$ cat config.mk
export PLATFORM = sky130hd
export DESIGN_NAME = watch_timekeeper_flat
export DESIGN_NICKNAME = d
export VERILOG_FILES = /design/src/rtl/watch_pkg.sv /design/src/rtl/watch_timekeeper_if.sv /design/src/rtl/watch_tick_gen.sv /design/src/rtl/watch_timekeeper.sv /design/src/flat_wrapper.sv
export SDC_FILE = /design/constraint.sdc
export NUM_CORES = 1
export LEC_CHECK = 0
export BUFFER_PORTS_ARGS = -buffer_cell sky130_fd_sc_hd__buf_4
export CAP_MARGIN = 15
export CORE_ASPECT_RATIO = 1.1
export CORE_MARGIN = 2
export CORE_UTILIZATION = 62
export CTS_BUF_LIST = sky130_fd_sc_hd__clkbuf_4
export CTS_CLUSTER_DIAMETER = 60
export DETAILED_ROUTE_END_ITERATION = 8
export HOLD_SLACK_MARGIN = 0.15
export PLACE_DENSITY = 0.83
export SKIP_CTS_REPAIR_TIMING = 1
export SYNTH_ARGS = -nofsm -noshare
export SYNTH_HDL_FRONTEND = slang
export SYNTH_HIERARCHICAL = 1
export SYNTH_SLANG_ARGS = --single-unit
$ cat constraint.sdc
create_clock -name clk -period 5.65 [get_ports clk]
set_clock_uncertainty 0.05 [all_clocks]
set_input_delay 1.4125 -clock clk [delete_from_list [all_inputs] [get_ports clk]]
set_output_delay 1.4125 -clock clk [all_outputs]
set_load 0.05 [all_outputs]
$ cat src/rtl/watch_pkg.sv
// Shared encodings, field ranges and helpers for the watch timekeeper.
package watch_pkg;

  localparam logic [1:0] SEL_SEC  = 2'd0;
  localparam logic [1:0] SEL_MIN  = 2'd1;
  localparam logic [1:0] SEL_HOUR = 2'd2;
  localparam logic [1:0] SEL_NONE = 2'd3;

  localparam logic [5:0] SEC_MAX  = 6'd59;
  localparam logic [5:0] MIN_MAX  = 6'd59;
  localparam logic [4:0] HOUR_MAX = 5'd23;

  typedef enum logic [1:0] {
    ALM_OFF   = 2'd0,
    ALM_ARMED = 2'd1,
    ALM_RING  = 2'd2
  } alm_state_e;

  // Modulo step of a field in 0..max_v, no carry out.
  function automatic logic [5:0] step(input logic [5:0] v, input logic [5:0] max_v,
                                      input logic up);
    if (up) return (v == max_v) ? 6'd0 : v + 6'd1;
    return (v == 6'd0) ? max_v : v - 6'd1;
  endfunction

  function automatic logic [4:0] fmt_hour(input logic [4:0] h, input logic mode12);
    if (!mode12)     return h;
    if (h == 5'd0)   return 5'd12;
    if (h > 5'd12)   return h - 5'd12;
    return h;
  endfunction

endpackage

$ cat src/rtl/watch_timekeeper_if.sv
// Control/display bundle between the watch control unit and the timekeeper.
interface watch_timekeeper_if #(
  parameter int TICK_HZ = 100
);
  localparam int MSW = $clog2(TICK_HZ);

  logic           i_run;
  logic           i_target;
  logic [1:0]     i_sel;
  logic           i_up;
  logic           i_down;
  logic           i_mode12;
  logic           i_alarm_en;
  logic           i_alarm_ack;
  logic [MSW-1:0] o_msec;
  logic [5:0]     o_sec;
  logic [5:0]     o_min;
  logic [4:0]     o_hour;
  logic           o_pm;
  logic [5:0]     o_alm_min;
  logic [4:0]     o_alm_hour;
  logic           o_ring;
  logic           o_sec_tick;

  modport master (
    output i_run, i_target, i_sel, i_up, i_down, i_mode12, i_alarm_en, i_alarm_ack,
    input  o_msec, o_sec, o_min, o_hour, o_pm, o_alm_min, o_alm_hour, o_ring, o_sec_tick
  );

  modport slave (
    input  i_run, i_target, i_sel, i_up, i_down, i_mode12, i_alarm_en, i_alarm_ack,
    output o_msec, o_sec, o_min, o_hour, o_pm, o_alm_min, o_alm_hour, o_ring, o_sec_tick
  );

endinterface

$ cat src/rtl/watch_tick_gen.sv
// Clock divider with enable; tick is high for the one cycle the count sits at DIV-1.
module watch_tick_gen #(
  parameter int CLK_HZ  = 100_000_000,
  parameter int TICK_HZ = 100
) (
  input  logic clk,
  input  logic rst,
  input  logic en_i,
  output logic tick_o
);
  localparam int DIV = CLK_HZ / TICK_HZ;
  localparam int CW  = (DIV > 1) ? $clog2(DIV) : 1;
  localparam logic [CW-1:0] LAST = CW'(DIV - 1);

  logic [CW-1:0] cnt_q, cnt_d;

  always_comb begin
    cnt_d = cnt_q;
    if (en_i) cnt_d = (cnt_q == LAST) ? '0 : cnt_q + CW'(1);
  end

  always_ff @(posedge clk or negedge rst) begin
    if (!rst) cnt_q <= '0;
    else      cnt_q <= cnt_d;
  end

  // A stopped divider parked on LAST must not keep firing.
  assign tick_o = en_i && (cnt_q == LAST);

endmodule

$ cat src/rtl/watch_timekeeper.sv
// Time-of-day cascade with per-field adjust, 12/24h formatting and an alarm FSM.
module watch_timekeeper
  import watch_pkg::*;
#(
  parameter int CLK_HZ   = 100_000_000,
  parameter int TICK_HZ  = 100,
  parameter int RST_HOUR = 12,
  parameter int RING_SEC = 30
) (
  input  logic                clk,
  input  logic                rst,
  watch_timekeeper_if.slave   bus
);
  localparam int MSW = $clog2(TICK_HZ);
  localparam logic [MSW-1:0] MS_MAX    = MSW'(TICK_HZ - 1);
  localparam logic [5:0]     RING_LAST = 6'(RING_SEC - 1);

  logic tick;

  watch_tick_gen #(.CLK_HZ(CLK_HZ), .TICK_HZ(TICK_HZ)) u_tick (
    .clk    (clk),
    .rst    (rst),
    .en_i   (bus.i_run),
    .tick_o (tick)
  );

  logic [MSW-1:0] msec_q, msec_d;
  logic [5:0]     sec_q, sec_d, min_q, min_d, alm_min_q, alm_min_d;
  logic [4:0]     hour_q, hour_d, alm_hour_q, alm_hour_d;
  logic           pend_q, pend_d, sec_tick_q;
  alm_state_e     st_q, st_d;
  logic [5:0]     rcnt_q, rcnt_d;

  logic adj, t_adj, a_adj, adv, sec_cy, min_cy, hour_cy, match;

  assign adj     = (bus.i_up ^ bus.i_down) && (bus.i_sel != SEL_NONE);
  assign t_adj   = adj && !bus.i_target;
  assign a_adj   = adj && bus.i_target && (bus.i_sel != SEL_SEC);
  // A time adjust blocks the cascade; the tick is held in pend_q instead.
  assign adv     = !t_adj && (tick || pend_q);
  assign sec_cy  = adv && (msec_q == MS_MAX);
  assign min_cy  = sec_cy && (sec_q == SEC_MAX);
  assign hour_cy = min_cy && (min_q == MIN_MAX);

  always_comb begin
    msec_d     = msec_q;
    sec_d      = sec_q;
    min_d      = min_q;
    hour_d     = hour_q;
    alm_min_d  = alm_min_q;
    alm_hour_d = alm_hour_q;
    pend_d     = t_adj ? (pend_q | tick) : (pend_q & tick);
    if (adv) begin
      msec_d = sec_cy ? '0 : msec_q + MSW'(1);
      if (sec_cy)  sec_d  = step(sec_q, SEC_MAX, 1'b1);
      if (min_cy)  min_d  = step(min_q, MIN_MAX, 1'b1);
      if (hour_cy) hour_d = 5'(step({1'b0, hour_q}, {1'b0, HOUR_MAX}, 1'b1));
    end
    if (t_adj) begin
      case (bus.i_sel)
        SEL_SEC: begin
          sec_d  = step(sec_q, SEC_MAX, bus.i_up);
          msec_d = '0;
        end
        SEL_MIN:  min_d  = step(min_q, MIN_MAX, bus.i_up);
        SEL_HOUR: hour_d = 5'(step({1'b0, hour_q}, {1'b0, HOUR_MAX}, bus.i_up));
        default: ;
      endcase
    end
    if (a_adj) begin
      case (bus.i_sel)
        SEL_MIN:  alm_min_d  = step(alm_min_q, MIN_MAX, bus.i_up);
        SEL_HOUR: alm_hour_d = 5'(step({1'b0, alm_hour_q}, {1'b0, HOUR_MAX}, bus.i_up));
        default: ;
      endcase
    end
  end

  // Only a cascade landing on hh:mm:00.00 counts; adjusting onto it never does.
  assign match = sec_cy && (sec_d == 6'd0) && (min_d == alm_min_q) && (hour_d == alm_hour_q);

  always_comb begin
    st_d   = st_q;
    rcnt_d = rcnt_q;
    case (st_q)
      ALM_OFF:   if (bus.i_alarm_en) st_d = ALM_ARMED;
      ALM_ARMED: if (match) begin
        st_d   = ALM_RING;
        rcnt_d = '0;
      end
      ALM_RING: begin
        if (bus.i_alarm_ack) st_d = ALM_ARMED;
        else if (sec_cy) begin
          if (rcnt_q == RING_LAST) st_d = ALM_ARMED;
          else                     rcnt_d = rcnt_q + 6'd1;
        end
      end
      default: st_d = ALM_OFF;
    endcase
    if (!bus.i_alarm_en) st_d = ALM_OFF;
  end

  always_ff @(posedge clk or negedge rst) begin
    if (!rst) begin
      msec_q     <= '0;
      sec_q      <= '0;
      min_q      <= '0;
      hour_q     <= 5'(RST_HOUR);
      alm_min_q  <= '0;
      alm_hour_q <= '0;
      pend_q     <= 1'b0;
      sec_tick_q <= 1'b0;
      st_q       <= ALM_OFF;
      rcnt_q     <= '0;
    end else begin
      msec_q     <= msec_d;
      sec_q      <= sec_d;
      min_q      <= min_d;
      hour_q     <= hour_d;
      alm_min_q  <= alm_min_d;
      alm_hour_q <= alm_hour_d;
      pend_q     <= pend_d;
      sec_tick_q <= sec_cy;
      st_q       <= st_d;
      rcnt_q     <= rcnt_d;
    end
  end

  assign bus.o_msec     = msec_q;
  assign bus.o_sec      = sec_q;
  assign bus.o_min      = min_q;
  assign bus.o_hour     = fmt_hour(hour_q, bus.i_mode12);
  assign bus.o_pm       = (hour_q >= 5'd12);
  assign bus.o_alm_min  = alm_min_q;
  assign bus.o_alm_hour = fmt_hour(alm_hour_q, bus.i_mode12);
  assign bus.o_ring     = (st_q == ALM_RING);
  assign bus.o_sec_tick = sec_tick_q;

endmodule

$ cat src/flat_wrapper.sv
// flat-port wrapper written by rule: the top's interface ports become plain ports
module watch_timekeeper_flat import watch_pkg::*;
#(
  parameter int CLK_HZ   = 100_000_000,
  parameter int TICK_HZ  = 100,
  parameter int RST_HOUR = 12,
  parameter int RING_SEC = 30
)
  (clk, rst, bus_i_run, bus_i_target, bus_i_sel, bus_i_up, bus_i_down, bus_i_mode12, bus_i_alarm_en, bus_i_alarm_ack, bus_o_msec, bus_o_sec, bus_o_min, bus_o_hour, bus_o_pm, bus_o_alm_min, bus_o_alm_hour, bus_o_ring, bus_o_sec_tick);
  watch_timekeeper_if #(.TICK_HZ(TICK_HZ)) bus_i ();
  input  logic clk;
  input  logic rst;
  input wire logic [$bits(bus_i.i_run)-1:0] bus_i_run;
  input wire logic [$bits(bus_i.i_target)-1:0] bus_i_target;
  input wire logic [$bits(bus_i.i_sel)-1:0] bus_i_sel;
  input wire logic [$bits(bus_i.i_up)-1:0] bus_i_up;
  input wire logic [$bits(bus_i.i_down)-1:0] bus_i_down;
  input wire logic [$bits(bus_i.i_mode12)-1:0] bus_i_mode12;
  input wire logic [$bits(bus_i.i_alarm_en)-1:0] bus_i_alarm_en;
  input wire logic [$bits(bus_i.i_alarm_ack)-1:0] bus_i_alarm_ack;
  output wire logic [$bits(bus_i.o_msec)-1:0] bus_o_msec;
  output wire logic [$bits(bus_i.o_sec)-1:0] bus_o_sec;
  output wire logic [$bits(bus_i.o_min)-1:0] bus_o_min;
  output wire logic [$bits(bus_i.o_hour)-1:0] bus_o_hour;
  output wire logic [$bits(bus_i.o_pm)-1:0] bus_o_pm;
  output wire logic [$bits(bus_i.o_alm_min)-1:0] bus_o_alm_min;
  output wire logic [$bits(bus_i.o_alm_hour)-1:0] bus_o_alm_hour;
  output wire logic [$bits(bus_i.o_ring)-1:0] bus_o_ring;
  output wire logic [$bits(bus_i.o_sec_tick)-1:0] bus_o_sec_tick;
  assign bus_i.i_run = bus_i_run;
  assign bus_i.i_target = bus_i_target;
  assign bus_i.i_sel = bus_i_sel;
  assign bus_i.i_up = bus_i_up;
  assign bus_i.i_down = bus_i_down;
  assign bus_i.i_mode12 = bus_i_mode12;
  assign bus_i.i_alarm_en = bus_i_alarm_en;
  assign bus_i.i_alarm_ack = bus_i_alarm_ack;
  assign bus_o_msec = bus_i.o_msec;
  assign bus_o_sec = bus_i.o_sec;
  assign bus_o_min = bus_i.o_min;
  assign bus_o_hour = bus_i.o_hour;
  assign bus_o_pm = bus_i.o_pm;
  assign bus_o_alm_min = bus_i.o_alm_min;
  assign bus_o_alm_hour = bus_i.o_alm_hour;
  assign bus_o_ring = bus_i.o_ring;
  assign bus_o_sec_tick = bus_i.o_sec_tick;
  watch_timekeeper #(.CLK_HZ(CLK_HZ), .TICK_HZ(TICK_HZ), .RST_HOUR(RST_HOUR), .RING_SEC(RING_SEC)) u_core (.clk(clk), .rst(rst), .bus(bus_i));
endmodule
* Word-level counts from Yosys, hierarchy flattened
Cells that the tools add are included.
** Operators by class
- Add/subtract/negate cells :: 15
- $lt $le $gt $ge :: 3
- Equality and inequality tests :: 22
- Mux-type cells :: 89
- Bitwise operators :: 3
- Reduce and logical (&&, ||, !) cells :: 29
** Operators with widths (count)
- 2-to-1 mux 6 bit :: 26
- 2-to-1 mux 5 bit :: 25
- 2-to-1 mux 7 bit :: 4
- 2-to-1 mux 1 bit :: 26
- adder 6 x 1 -> 6 bit, second input constant :: 4
- zero test 6 bit :: 4
- adder 20 x 1 -> 20 bit, second input constant :: 1
- equality test 20 bit, second input constant :: 1
- 2-to-1 mux 20 bit :: 1
- equality test 6 bit, second input constant :: 3
- subtractor 6 x 1 -> 6 bit, second input constant :: 3
- logical AND 1 bit :: 12
- one-hot mux 6 bit (2 select lines) :: 1
- adder 5 x 1 -> 5 bit, second input constant :: 2
- equality test 5 bit, second input constant :: 2
- greater-than comparator 5 x 4 -> 1 bit, second input constant :: 2
- zero test 5 bit :: 2
- 2-to-1 mux 2 bit :: 5
- subtractor 5 x 1 -> 5 bit, second input constant :: 2
- subtractor 5 x 4 -> 5 bit, second input constant :: 2
- inequality test 4 x 3 -> 1 bit, second input constant :: 2
- adder 7 x 1 -> 7 bit, second input constant :: 1
- equality test 7 bit, second input constant :: 1
- equality test 6 x 5 -> 1 bit, second input constant :: 1
- other kinds (19) :: 28
** Word-level totals
- Register bits :: 65
- Input port bits :: 11
- Output and inout port bits :: 38
- Logic and storage cells :: 172

* Logic depth before layout (Yosys ltp)
Gate-level depths: netlist (run 1).
- Depth after elaboration :: 20
- Depth in mapped cells :: 13
- Gate-level depth less buffers :: 12

* Hierarchy
Netlist (run 1), hierarchy kept.
** Modules (own cells, without submodules)
- watch_timekeeper :: times used 1, cells each 552, area each 4330.4 um^2, sequential area each 1128.6 um^2
- watch_tick_gen :: times used 1, cells each 100, area each 1021.0 um^2, sequential area each 500.5 um^2

* Worst setup path before layout (run 1)
Ideal clock, no wire load.
- Kind :: input to output
- Start point :: in bus_i_mode12
- End point :: out bus_o_hour[3]
- Arrival :: 2.855 ns
- Required time :: 4.188 ns
- Path slack :: 1.333 ns
- Stages :: 3
- Path buffers :: 1
- Path through :: clkbuf_1 > a21oi_1 > o21ai_0
** On the way
- Word-level cells in the longest chain between the ends :: 1
** Ends and longest elaborated chain
- start: declaration :: RTL line flat_wrapper.sv:18 : input wire logic [$bits(bus_i.i_mode12)-1:0] bus_i_mode12;
- 2-to-1 mux 5 bit :: RTL line watch_pkg.sv:28 : if (h == 5'd0) return 5'd12;
- end: declaration :: RTL line flat_wrapper.sv:24 : output wire logic [$bits(bus_i.o_hour)-1:0] bus_o_hour;
No other way between the ends.

* Final worst setup path (run 1)
- Start point :: reg u_core.u_tick.cnt_q[8]
- End point :: reg u_core.rcnt_q[1]
** On the way
- Word-level cells in the longest chain between the ends :: 15
- Elaborated cells on any way between the ends :: 28
- Classes of those cells :: eq/ne: 5; mux: 12; reduce/logical: 11
** Ends and longest elaborated chain
- start: declaration :: RTL line watch_tick_gen.sv:15 : logic [CW-1:0] cnt_q, cnt_d;
- start signal: assignment :: RTL line watch_tick_gen.sv:24 : else cnt_q <= cnt_d;
- equality test 20 bit (*) :: RTL line watch_tick_gen.sv:28 : assign tick_o = en_i && (cnt_q == LAST);
- logical AND 1 bit (*) :: RTL line watch_tick_gen.sv:28
- via u_core.tick :: RTL line watch_timekeeper.sv:18 : logic tick;
- logical OR 1 bit (*) :: RTL line watch_timekeeper.sv:40 : assign adv = !t_adj && (tick || pend_q);
- logical AND 1 bit (*) :: RTL line watch_timekeeper.sv:40
- logical AND 1 bit :: RTL line watch_timekeeper.sv:41 : assign sec_cy = adv && (msec_q == MS_MAX);
- 2-to-1 mux 6 bit :: RTL line watch_timekeeper.sv:55 : if (sec_cy) sec_d = step(sec_q, SEC_MAX, 1'b1);
- 2-to-1 mux 6 bit (*) :: RTL line watch_timekeeper.sv:53 : if (adv) begin
- 2-to-1 mux 6 bit :: RTL line watch_timekeeper.sv:60 : case (bus.i_sel)
- 2-to-1 mux 6 bit (*) :: RTL line watch_timekeeper.sv:59 : if (t_adj) begin
- via u_core.sec_d[4] :: RTL line watch_timekeeper.sv:28 : logic [5:0] sec_q, sec_d, min_q, min_d, alm_min_q, alm_min_d;
- zero test 6 bit (*) :: RTL line watch_timekeeper.sv:80 : assign match = sec_cy && (sec_d == 6'd0) && (min_d == alm_min_q) && (hour_d == alm_hour_q);
- logical AND 1 bit (*) (3 in series) :: RTL line watch_timekeeper.sv:80
- inequality test 2 x 1 -> 1 bit (no source line) (*)
- AND reduction 5 bit (no source line) (*)
- end signal: assignment :: RTL line watch_timekeeper.sv:125 : rcnt_q <= rcnt_d;
- end: declaration :: RTL line watch_timekeeper.sv:32 : logic [5:0] rcnt_q, rcnt_d;
Mark *: on every way through the listed nets, which the timed path passes. The rest lies on a longest branch.
A chain may end at the register's enable or synchronous reset.

==> impl_metrics.prom, run 1 <==
# TYPE chip_impl_metric gauge
chip_impl_info{name="status",value="completed"} 1
chip_impl_metric{name="cap_viol_max_count",unit=""} 0
chip_impl_metric{name="drive_gt1_frac",unit=""} 0.139
chip_impl_info{name="cp_slowest_cell",value="sky130_fd_sc_hd__a21oi_1"} 1
chip_impl_metric{name="ys_ff_latch",unit=""} 65
chip_impl_metric{name="finalHoldViolations",unit=""} 0
chip_impl_metric{name="horizontal_extent_of_the_die",unit="um"} 92.6
chip_impl_metric{name="finalCriticalPeriod",unit="ns"} 4.84
chip_impl_metric{name="ios",unit=""} 49
chip_impl_metric{name="worstMarginPinSlew",unit="ns"} 0.908
chip_impl_metric{name="grt_total_usage",unit=""} 0.300
chip_impl_info{name="postSynth.topFlopCell",value="sky130_fd_sc_hd__dfrtp_1"} 1
chip_impl_metric{name="die_area",unit="um2"} 9390
chip_impl_metric{name="wire_length_of_the_first_global_routing_pass",unit="um"} 22700
chip_impl_metric{name="power_leakage",unit="nW"} 2.40
chip_impl_metric{name="detail_route.first_pass.iterations",unit=""} 5
chip_impl_metric{name="fmax",unit="MHz"} 207
chip_impl_metric{name="routed_wirelength",unit="um"} 13700
chip_impl_metric{name="post-dp-hpwl",unit="um"} 9790
chip_impl_metric{name="core_area",unit="um2"} 8360
chip_impl_metric{name="via_count",unit=""} 5219
chip_impl_metric{name="cp.buffers_inverters",unit=""} 0
chip_impl_info{name="critPathTopFamily",value="simple AND/OR/NAND/NOR gates"} 1
chip_impl_metric{name="timing.critical_path.slowest_cell_delay",unit="ns"} 0.73
chip_impl_metric{name="synth_to_final_area_change",unit="%"} 8.70
chip_impl_metric{name="antennaDiodeCount",unit=""} 0
chip_impl_metric{name="grt_remaining_overflow",unit=""} 0
chip_impl_metric{name="syn_avg_cell_area",unit="um2"} 8.21
chip_impl_info{name="rsz0062_at_grt",value="no"} 1
chip_impl_metric{name="tritoncts_num_sinks",unit=""} 65
chip_impl_metric{name="ctsLongestPathBuffers",unit=""} 2
chip_impl_info{name="hold_path.class",value="reg -> reg"} 1
chip_impl_metric{name="placed_cells",unit=""} 778
chip_impl_metric{name="syn-num-nets",unit=""} 688
chip_impl_metric{name="synth_async_sr_flop_share",unit=""} 1.00
chip_impl_metric{name="cts_max_level",unit=""} 3
chip_impl_metric{name="drt_drc_violations_left",unit=""} 0
chip_impl_metric{name="row_count",unit=""} 35
chip_impl_info{name="worstSetupStartpointType",value="register"} 1
chip_impl_metric{name="initial_standard_cell_utilization_of_the_core",unit=""} 0.640
chip_impl_metric{name="power.ir.vdd_worst",unit="V"} 0.000317
chip_impl_metric{name="timing.slew.headroom",unit=""} 0.394
chip_impl_info{name="crit_path_end_kind",value="register"} 1
chip_impl_metric{name="maxSlewViolCount",unit=""} 0
chip_impl_metric{name="antenna_found_initial",unit=""} 0
chip_impl_metric{name="insertion_delay",unit="ns"} 0.42
chip_impl_metric{name="clk_pin_slew",unit="ns"} 0.13
chip_impl_metric{name="fp.dieH",unit="um"} 101
chip_impl_metric{name="syn_inst",unit=""} 652
chip_impl_metric{name="first_global_vias",unit=""} 4780
chip_impl_metric{name="post_drt_wl_per_cell",unit="um"} 17.3
chip_impl_metric{name="layout_net_count",unit=""} 714
chip_impl_metric{name="synth_enable_flop_cells",unit=""} 0
chip_impl_metric{name="final.setup.tns",unit="ns"} 0
chip_impl_metric{name="initialDrtViolationCount",unit=""} 354
chip_impl_metric{name="fin_crit_sh",unit=""} 0.856
chip_impl_metric{name="route.antenna.remaining_nets",unit=""} 0
chip_impl_metric{name="yosysSeqAreaShare",unit=""} 0.304
chip_impl_info{name="crit_path_cell_trace",value="or4_1 > or4_4 > nor3_4 > nor2_1 > a21oi_1 > a22oi_1 > o221a_2 > a2111oi_0 > nand4b_1 > nor4_4 > o22ai_1"} 1
chip_impl_metric{name="mappedNetlistArea",unit="um2"} 5350
chip_impl_info{name="setup.worst_path.class",value="reg -> reg"} 1
chip_impl_metric{name="setup_viol",unit=""} 0
chip_impl_info{name="cts_root_buffer",value="sky130_fd_sc_hd__clkbuf_4"} 1
chip_impl_metric{name="worst-path-max-fanout",unit=""} 11
chip_impl_metric{name="pin_count_of_the_biggest_net_entering_global_routing",unit=""} 66
chip_impl_metric{name="io_buffers",unit=""} 48
chip_impl_metric{name="endpoint_required_time_on_the_critical_path",unit="ns"} 5.89
chip_impl_metric{name="final_cells",unit=""} 794
chip_impl_metric{name="cts_inserted_buffers",unit=""} 9
chip_impl_metric{name="synth_cell_types",unit=""} 85
chip_impl_metric{name="power.density",unit="nW/um2"} 472
chip_impl_metric{name="critical_path_arrival",unit="ns"} 5.07
chip_impl_metric{name="place_congestion",unit=""} 0.912
chip_impl_metric{name="fin_util",unit=""} 0.695
chip_impl_metric{name="vias_per_inst",unit=""} 6.57
chip_impl_metric{name="synthesis.yosys.warnings",unit=""} 6
chip_impl_info{name="cts_tree",value="done"} 1
[area by class of cell]
class	instances	area (um2)
inverter	32	120
sequential	65	1630
clock buffer	9	67.6
timing repair buffer	49	368
fill	713	2550
multi-input combinational	521	3420
tap	111	139
clock inverter	7	76.3
[synth_stat cells (all sizes together) (6+ instances only)]
cell / instances / area share
or3: 15 / 0.018
xnor2: 24 / 0.041
nor3: 24 / 0.025
nor4: 9 / 0.013
and3: 9 / 0.011
o21ai: 42 / 0.039
inv: 29 / 0.020
dfrtp: 63 / 0.29
buf: 9 / 0.013
o22ai: 7 / 0.0082
clkbuf: 25 / 0.021
o211ai: 6 / 0.010
mux2i: 10 / 0.019
a211oi: 8 / 0.012
a21oi: 44 / 0.041
nand3: 33 / 0.031
xor2: 11 / 0.018
nand2: 62 / 0.043
nand4: 16 / 0.022
nor2: 51 / 0.036
a31oi: 12 / 0.014
nor3b: 6 / 0.0084
ha: 25 / 0.058
o31ai: 8 / 0.011
nand2b: 8 / 0.0094
[per-stage QoR]
stage | hold slack (ns) | setup slack, ns | instance area (um2) | total power [mW]
global placement | 0.442 | 0.790 | 5670 | 2.35
global route | 0.502 | 0.489 | 5820 | 2.92
finish | 0.465 | 0.812 | 5820 | 2.74
detailed placement | 0.455 | 0.698 | 5670 | 2.39
floorplan | 0.406 | 1.33 | 5350 | 1.98
CTS | 0.475 | 0.947 | 5820 | 2.73
[worst paths after layout]
| check | startpoint | end | slack [ns] | cells past startpoint |
|---|---|---|---|---|
| worst max-delay path | u_core/u_tick/cnt_q[8] | u_core/rcnt_q[1] | 0.81 | 11 |
| worst min-delay path | u_core/u_tick/cnt_q[11] | u_core/u_tick/cnt_q[11] | 0.47 | 1 |
| worst max register to register | u_core/u_tick/cnt_q[8] | u_core/rcnt_q[1] | 0.81 | 11 |
| worst min register to register | u_core/u_tick/cnt_q[11] | u_core/u_tick/cnt_q[11] | 0.47 | 1 |
| max in group asynchronous | rst | u_core/bus.o_sec[3] | 3.97 | 1 |
| min in group asynchronous | rst | u_core/alm_hour_q[4] | 1.04 | 1 |
[power by group]
| part | internal (mW) | total [mW] | leakage [nW] | switching (mW) |
|---|---|---|---|---|
| clock | 0.138 | 0.332 | 0.0729 | 0.194 |
| sequential | 0.575 | 0.867 | 0.803 | 0.292 |
| combinational | 0.566 | 1.54 | 1.52 | 0.978 |
[per-layer routing]
layer / vias to the layer above / wire length [um] / GRT usage
li1: 2478 / - / -
met1: 2488 / 5980 / 0.395
met2: 223 / 6560 / 0.496
met3: 30 / 903 / 0.0543
met4: 0 / 266 / 0.113
met5: - / 0 / 0
[flip-flops by register name, indices dropped and copies added (netlist names)]
signal,count
u_core/hour_q,5
u_core/st_q,2
u_core/bus.o_alm_min,6
u_core/pend_q,1
u_core/rcnt_q,6
u_core/bus.o_sec_tick,1
u_core/bus.o_sec,6
u_core/bus.o_msec,7
u_core/bus.o_min,6
u_core/alm_hour_q,5
u_core/u_tick/cnt_q,20
[placed cells by master (no fill, tap or decap), drive strengths merged, types with 6 or more instances in the layout]
cell type | synthesis | routed
ha | 25 | 25
and3 | 9 | 9
clkbuf | 25 | 9
a21oi | 44 | 44
o22ai | 7 | 7
a31oi | 12 | 12
nor3 | 24 | 24
nor3b | 6 | 6
xnor2 | 24 | 24
inv | 29 | 31
dfrtp | 63 | 63
nand2 | 62 | 62
o31ai | 8 | 8
nor4 | 9 | 9
nor2 | 51 | 51
nand3 | 33 | 33
a211oi | 8 | 8
nand4 | 16 | 16
o211ai | 6 | 6
nand2b | 8 | 8
or3 | 15 | 15
xor2 | 11 | 11
mux2i | 10 | 10
buf | 9 | 49
o21ai | 42 | 42
[cells by family after synthesis]
group	after synthesis	synth area share
compound gates	177	0.224
simple gates	273	0.277
buf+inv	66	0.0570
xor+xnor	35	0.0587
flops	65	0.304
fa+ha+maj	26	0.0603
mux	10	0.0187
[worst register-to-register path: cells and delay by family (launching register included)]
kind | cells | cell delay (ns)
and+or+nand+nor | 6 | 2.25
AOI/OAI and AO/OA | 5 | 1.95
DFF | 1 | 0.44
(Power assumes the default switching activity.)
==> inputs of run 2 (changes only) <==
==> constraint.sdc (replaced) <==
create_clock -name clk -period 5.65 [get_ports clk]
set_clock_uncertainty 0.05 [all_clocks]
set_input_delay 0.2825 -clock clk [delete_from_list [all_inputs] [get_ports clk]]
set_output_delay 0.2825 -clock clk [all_outputs]
set_load 0.05 [all_outputs]
==> run 2 against run 1 <==
Via count down 0.34%. Sequential power down 0.8%. Total power up 0.51%. Final cell count up 0.63%. Die area unchanged. Sequential share of layout area down 0.23 points. Core utilization up 0.58 points. Sequential cell count unchanged. Critical path type unchanged. Critical endpoint is now u_core/st_q[1].
==> impl_metrics.prom, run 2 (synthesis results as in run 1) <==
# TYPE chip_impl_metric gauge
chip_impl_metric{name="pin_count_of_the_biggest_net_entering_global_routing",unit=""} 66
chip_impl_metric{name="worst-r2r-cell-count",unit=""} 12
chip_impl_metric{name="post-dp-hpwl",unit="um"} 9910
chip_impl_metric{name="placed_cells",unit=""} 779
chip_impl_info{name="worstHoldStart",value="bus_i_alarm_ack"} 1
chip_impl_metric{name="insertion_delay",unit="ns"} 0.44
chip_impl_metric{name="wire_length_of_the_first_global_routing_pass",unit="um"} 22900
chip_impl_metric{name="route.antenna.remaining_nets",unit=""} 0
chip_impl_metric{name="cts_inserted_buffers",unit=""} 9
chip_impl_metric{name="power_leakage",unit="nW"} 2.42
chip_impl_info{name="crit_path_cell_trace",value="or4_1 > or4_4 > nor3_4 > nor2_1 > nand3b_1 > o31ai_1 > a211o_2 > xnor2_1 > or4b_4 > nor4_4 > o21a_1 > dlygate4sd3_1"} 1
chip_impl_info{name="worstSetupStartpointType",value="register"} 1
chip_impl_metric{name="final_cells",unit=""} 799
chip_impl_metric{name="die_area",unit="um2"} 9390
chip_impl_metric{name="ctsLongestPathBuffers",unit=""} 2
chip_impl_metric{name="detail_route.first_pass.iterations",unit=""} 5
chip_impl_metric{name="synth_to_final_area_change",unit="%"} 9.61
chip_impl_info{name="whs_endpoint",value="u_core/st_q[0]"} 1
chip_impl_metric{name="tritoncts_num_sinks",unit=""} 65
chip_impl_metric{name="power.ir.vdd_worst",unit="V"} 0.000311
chip_impl_info{name="final_cell_mix",value="sky130_fd_sc_hd__dfrtp_1, sky130_fd_sc_hd__nand2_1, sky130_fd_sc_hd__nor2_1"} 1
chip_impl_metric{name="endpoint_required_time_on_the_critical_path",unit="ns"} 5.97
chip_impl_info{name="worstReg2RegEnd",value="u_core/st_q[1]"} 1
chip_impl_metric{name="clk_pin_slew",unit="ns"} 0.13
chip_impl_info{name="cp_slowest_cell",value="sky130_fd_sc_hd__o31ai_1"} 1
chip_impl_metric{name="cts_max_level",unit=""} 3
chip_impl_metric{name="row_count",unit=""} 35
chip_impl_metric{name="first_global_vias",unit=""} 4843
chip_impl_metric{name="power_after_layout",unit="mW"} 2.76
chip_impl_metric{name="core_area",unit="um2"} 8360
chip_impl_metric{name="io_buffers",unit=""} 48
chip_impl_metric{name="netSwitchingFraction",unit=""} 0.535
chip_impl_metric{name="grt_remaining_overflow",unit=""} 0
chip_impl_metric{name="finalHoldViolations",unit=""} 0
chip_impl_metric{name="worstMarginPinSlew",unit="ns"} 0.935
chip_impl_metric{name="setup_viol",unit=""} 0
chip_impl_metric{name="antennaDiodeCount",unit=""} 0
chip_impl_metric{name="fmax",unit="MHz"} 196
chip_impl_metric{name="place_congestion",unit=""} 0.905
chip_impl_info{name="hold_path.class",value="in -> reg"} 1
chip_impl_info{name="cts_tree",value="done"} 1
chip_impl_metric{name="initial_standard_cell_utilization_of_the_core",unit=""} 0.640
chip_impl_metric{name="fin_util",unit=""} 0.701
chip_impl_metric{name="p_seq_frac",unit=""} 0.312
chip_impl_info{name="rsz0062_at_grt",value="no"} 1
chip_impl_metric{name="finalInstanceArea",unit="um2"} 5870
chip_impl_metric{name="routed_wirelength",unit="um"} 13900
chip_impl_metric{name="initialDrtViolationCount",unit=""} 384
chip_impl_metric{name="fin_crit_sh",unit=""} 0.901
chip_impl_metric{name="combinationalPowerShare",unit=""} 0.565
chip_impl_metric{name="layout_net_count",unit=""} 719
chip_impl_metric{name="cap_viol_max_count",unit=""} 0
chip_impl_metric{name="net-switching-power",unit="mW"} 1.48
chip_impl_metric{name="placement.setup.worst_slack",unit="ns"} 1.18
chip_impl_metric{name="hold_ws",unit="ns"} 0.164
chip_impl_metric{name="nFillCells",unit=""} 676
chip_impl_metric{name="intPower",unit="mW"} 1.28
chip_impl_metric{name="largest_reg_flops",unit=""} 20
chip_impl_metric{name="via_count",unit=""} 5201
chip_impl_metric{name="clock_network_fraction_of_design_power",unit=""} 0.123
chip_impl_metric{name="post_drt_wl_per_cell",unit="um"} 17.3
chip_impl_info{name="setup.worst_path.class",value="reg -> reg"} 1
chip_impl_metric{name="timing.slew.headroom",unit=""} 0.376
chip_impl_metric{name="timing.critical_path.slowest_cell_delay",unit="ns"} 0.56
chip_impl_metric{name="fp.dieH",unit="um"} 101
chip_impl_metric{name="drive_gt1_frac",unit=""} 0.140
chip_impl_info{name="cts_root_buffer",value="sky130_fd_sc_hd__clkbuf_4"} 1
chip_impl_metric{name="hold_path_depth",unit=""} 5
chip_impl_metric{name="power.density",unit="nW/um2"} 470
chip_impl_metric{name="final_critical_path_setup_slack",unit="ns"} 0.559
chip_impl_metric{name="finalCriticalPeriod",unit="ns"} 5.09
chip_impl_info{name="regToRegStartpoint",value="u_core/u_tick/cnt_q[8]"} 1
chip_impl_metric{name="ios",unit=""} 49
chip_impl_metric{name="postPlaceCellArea",unit="um2"} 5680
chip_impl_metric{name="reg2reg_setup_slack",unit="ns"} 0.56
chip_impl_metric{name="grt_total_usage",unit=""} 0.301
chip_impl_info{name="layout.cells.most_common",value="sky130_fd_sc_hd__dfrtp_1"} 1
chip_impl_metric{name="maxSlewViolCount",unit=""} 0
chip_impl_info{name="regMostFlops",value="u_core/u_tick/cnt_q"} 1
chip_impl_info{name="status",value="completed"} 1
chip_impl_metric{name="antenna_found_initial",unit=""} 0
chip_impl_metric{name="drt_drc_violations_left",unit=""} 0
chip_impl_metric{name="horizontal_extent_of_the_die",unit="um"} 92.6
chip_impl_metric{name="final.setup.tns",unit="ns"} 0
chip_impl_metric{name="worst-path-max-fanout",unit=""} 10
chip_impl_metric{name="critical_path_arrival",unit="ns"} 5.42
chip_impl_info{name="crit_path_end_kind",value="register"} 1
chip_impl_metric{name="vias_per_inst",unit=""} 6.51
==> run 2: changes by cell type in the layout (fill, tap and decap cells not counted), sizes merged <==
cell	before	now
dlygate4sd3	0	4
clkinv	5	6
clkinvlp	2	1
buf	49	50
==> run 2: routing by layer <==
layer,vias up,track usage,wire [um],part of all wire
met3,44,0.0506,830,0.060
met2,215,0.491,6590,0.48
met4,0,0.134,464,0.033
met1,2452,0.396,5980,0.43
li1,2490,-,-,-
met5,-,0,0,0
==> run 2: how the worst max path moves through the flow <==
stage,start,end,slack [ns]
floorplan,u_core/u_tick/cnt_q[8],u_core/rcnt_q[1],1.68
global placement,u_core/u_tick/cnt_q[8],u_core/rcnt_q[1],1.27
detailed placement,u_core/u_tick/cnt_q[8],u_core/rcnt_q[1],1.18
CTS,u_core/u_tick/cnt_q[8],u_core/rcnt_q[1],1.14
global route,u_core/u_tick/cnt_q[8],u_core/st_q[1],0.26
finish,u_core/u_tick/cnt_q[8],u_core/st_q[1],0.56
==> run 2: power by group through the flow <==
stage                     clock, mW  sequential, mW  combinational, mW
final                         0.340           0.860               1.56
after global routing          0.364           0.884               1.68
after CTS                     0.345           0.850               1.54
after detailed placement          0           0.861               1.53
after global placement            0           0.852               1.48
after floorplan                   0           0.903               1.08
==> run 2: critical path, delay by kind of cell (launching register included) <==
kind                      cells  cell delay, ns
and+or+nand+nor               7            2.88
xor gates and xnor gates      1            0.11
buffers and inverters         1            0.54
DFF                           1            0.44
AOI/OAI and AO/OA             3            1.01
==> run 2: area by class of cell <==
| type | instances | area, um2 | share of cell area |
|---|---|---|---|
| multi-input combinational | 521 | 3420 | 0.583 |
| sequential | 65 | 1630 | 0.278 |
| timing repair buffer | 54 | 415 | 0.0708 |
| tap | 111 | 139 | 0.0237 |
| inverter | 32 | 120 | 0.0205 |
| clock inverter | 7 | 77.6 | 0.0132 |
| clock buffer | 9 | 67.6 | 0.0115 |
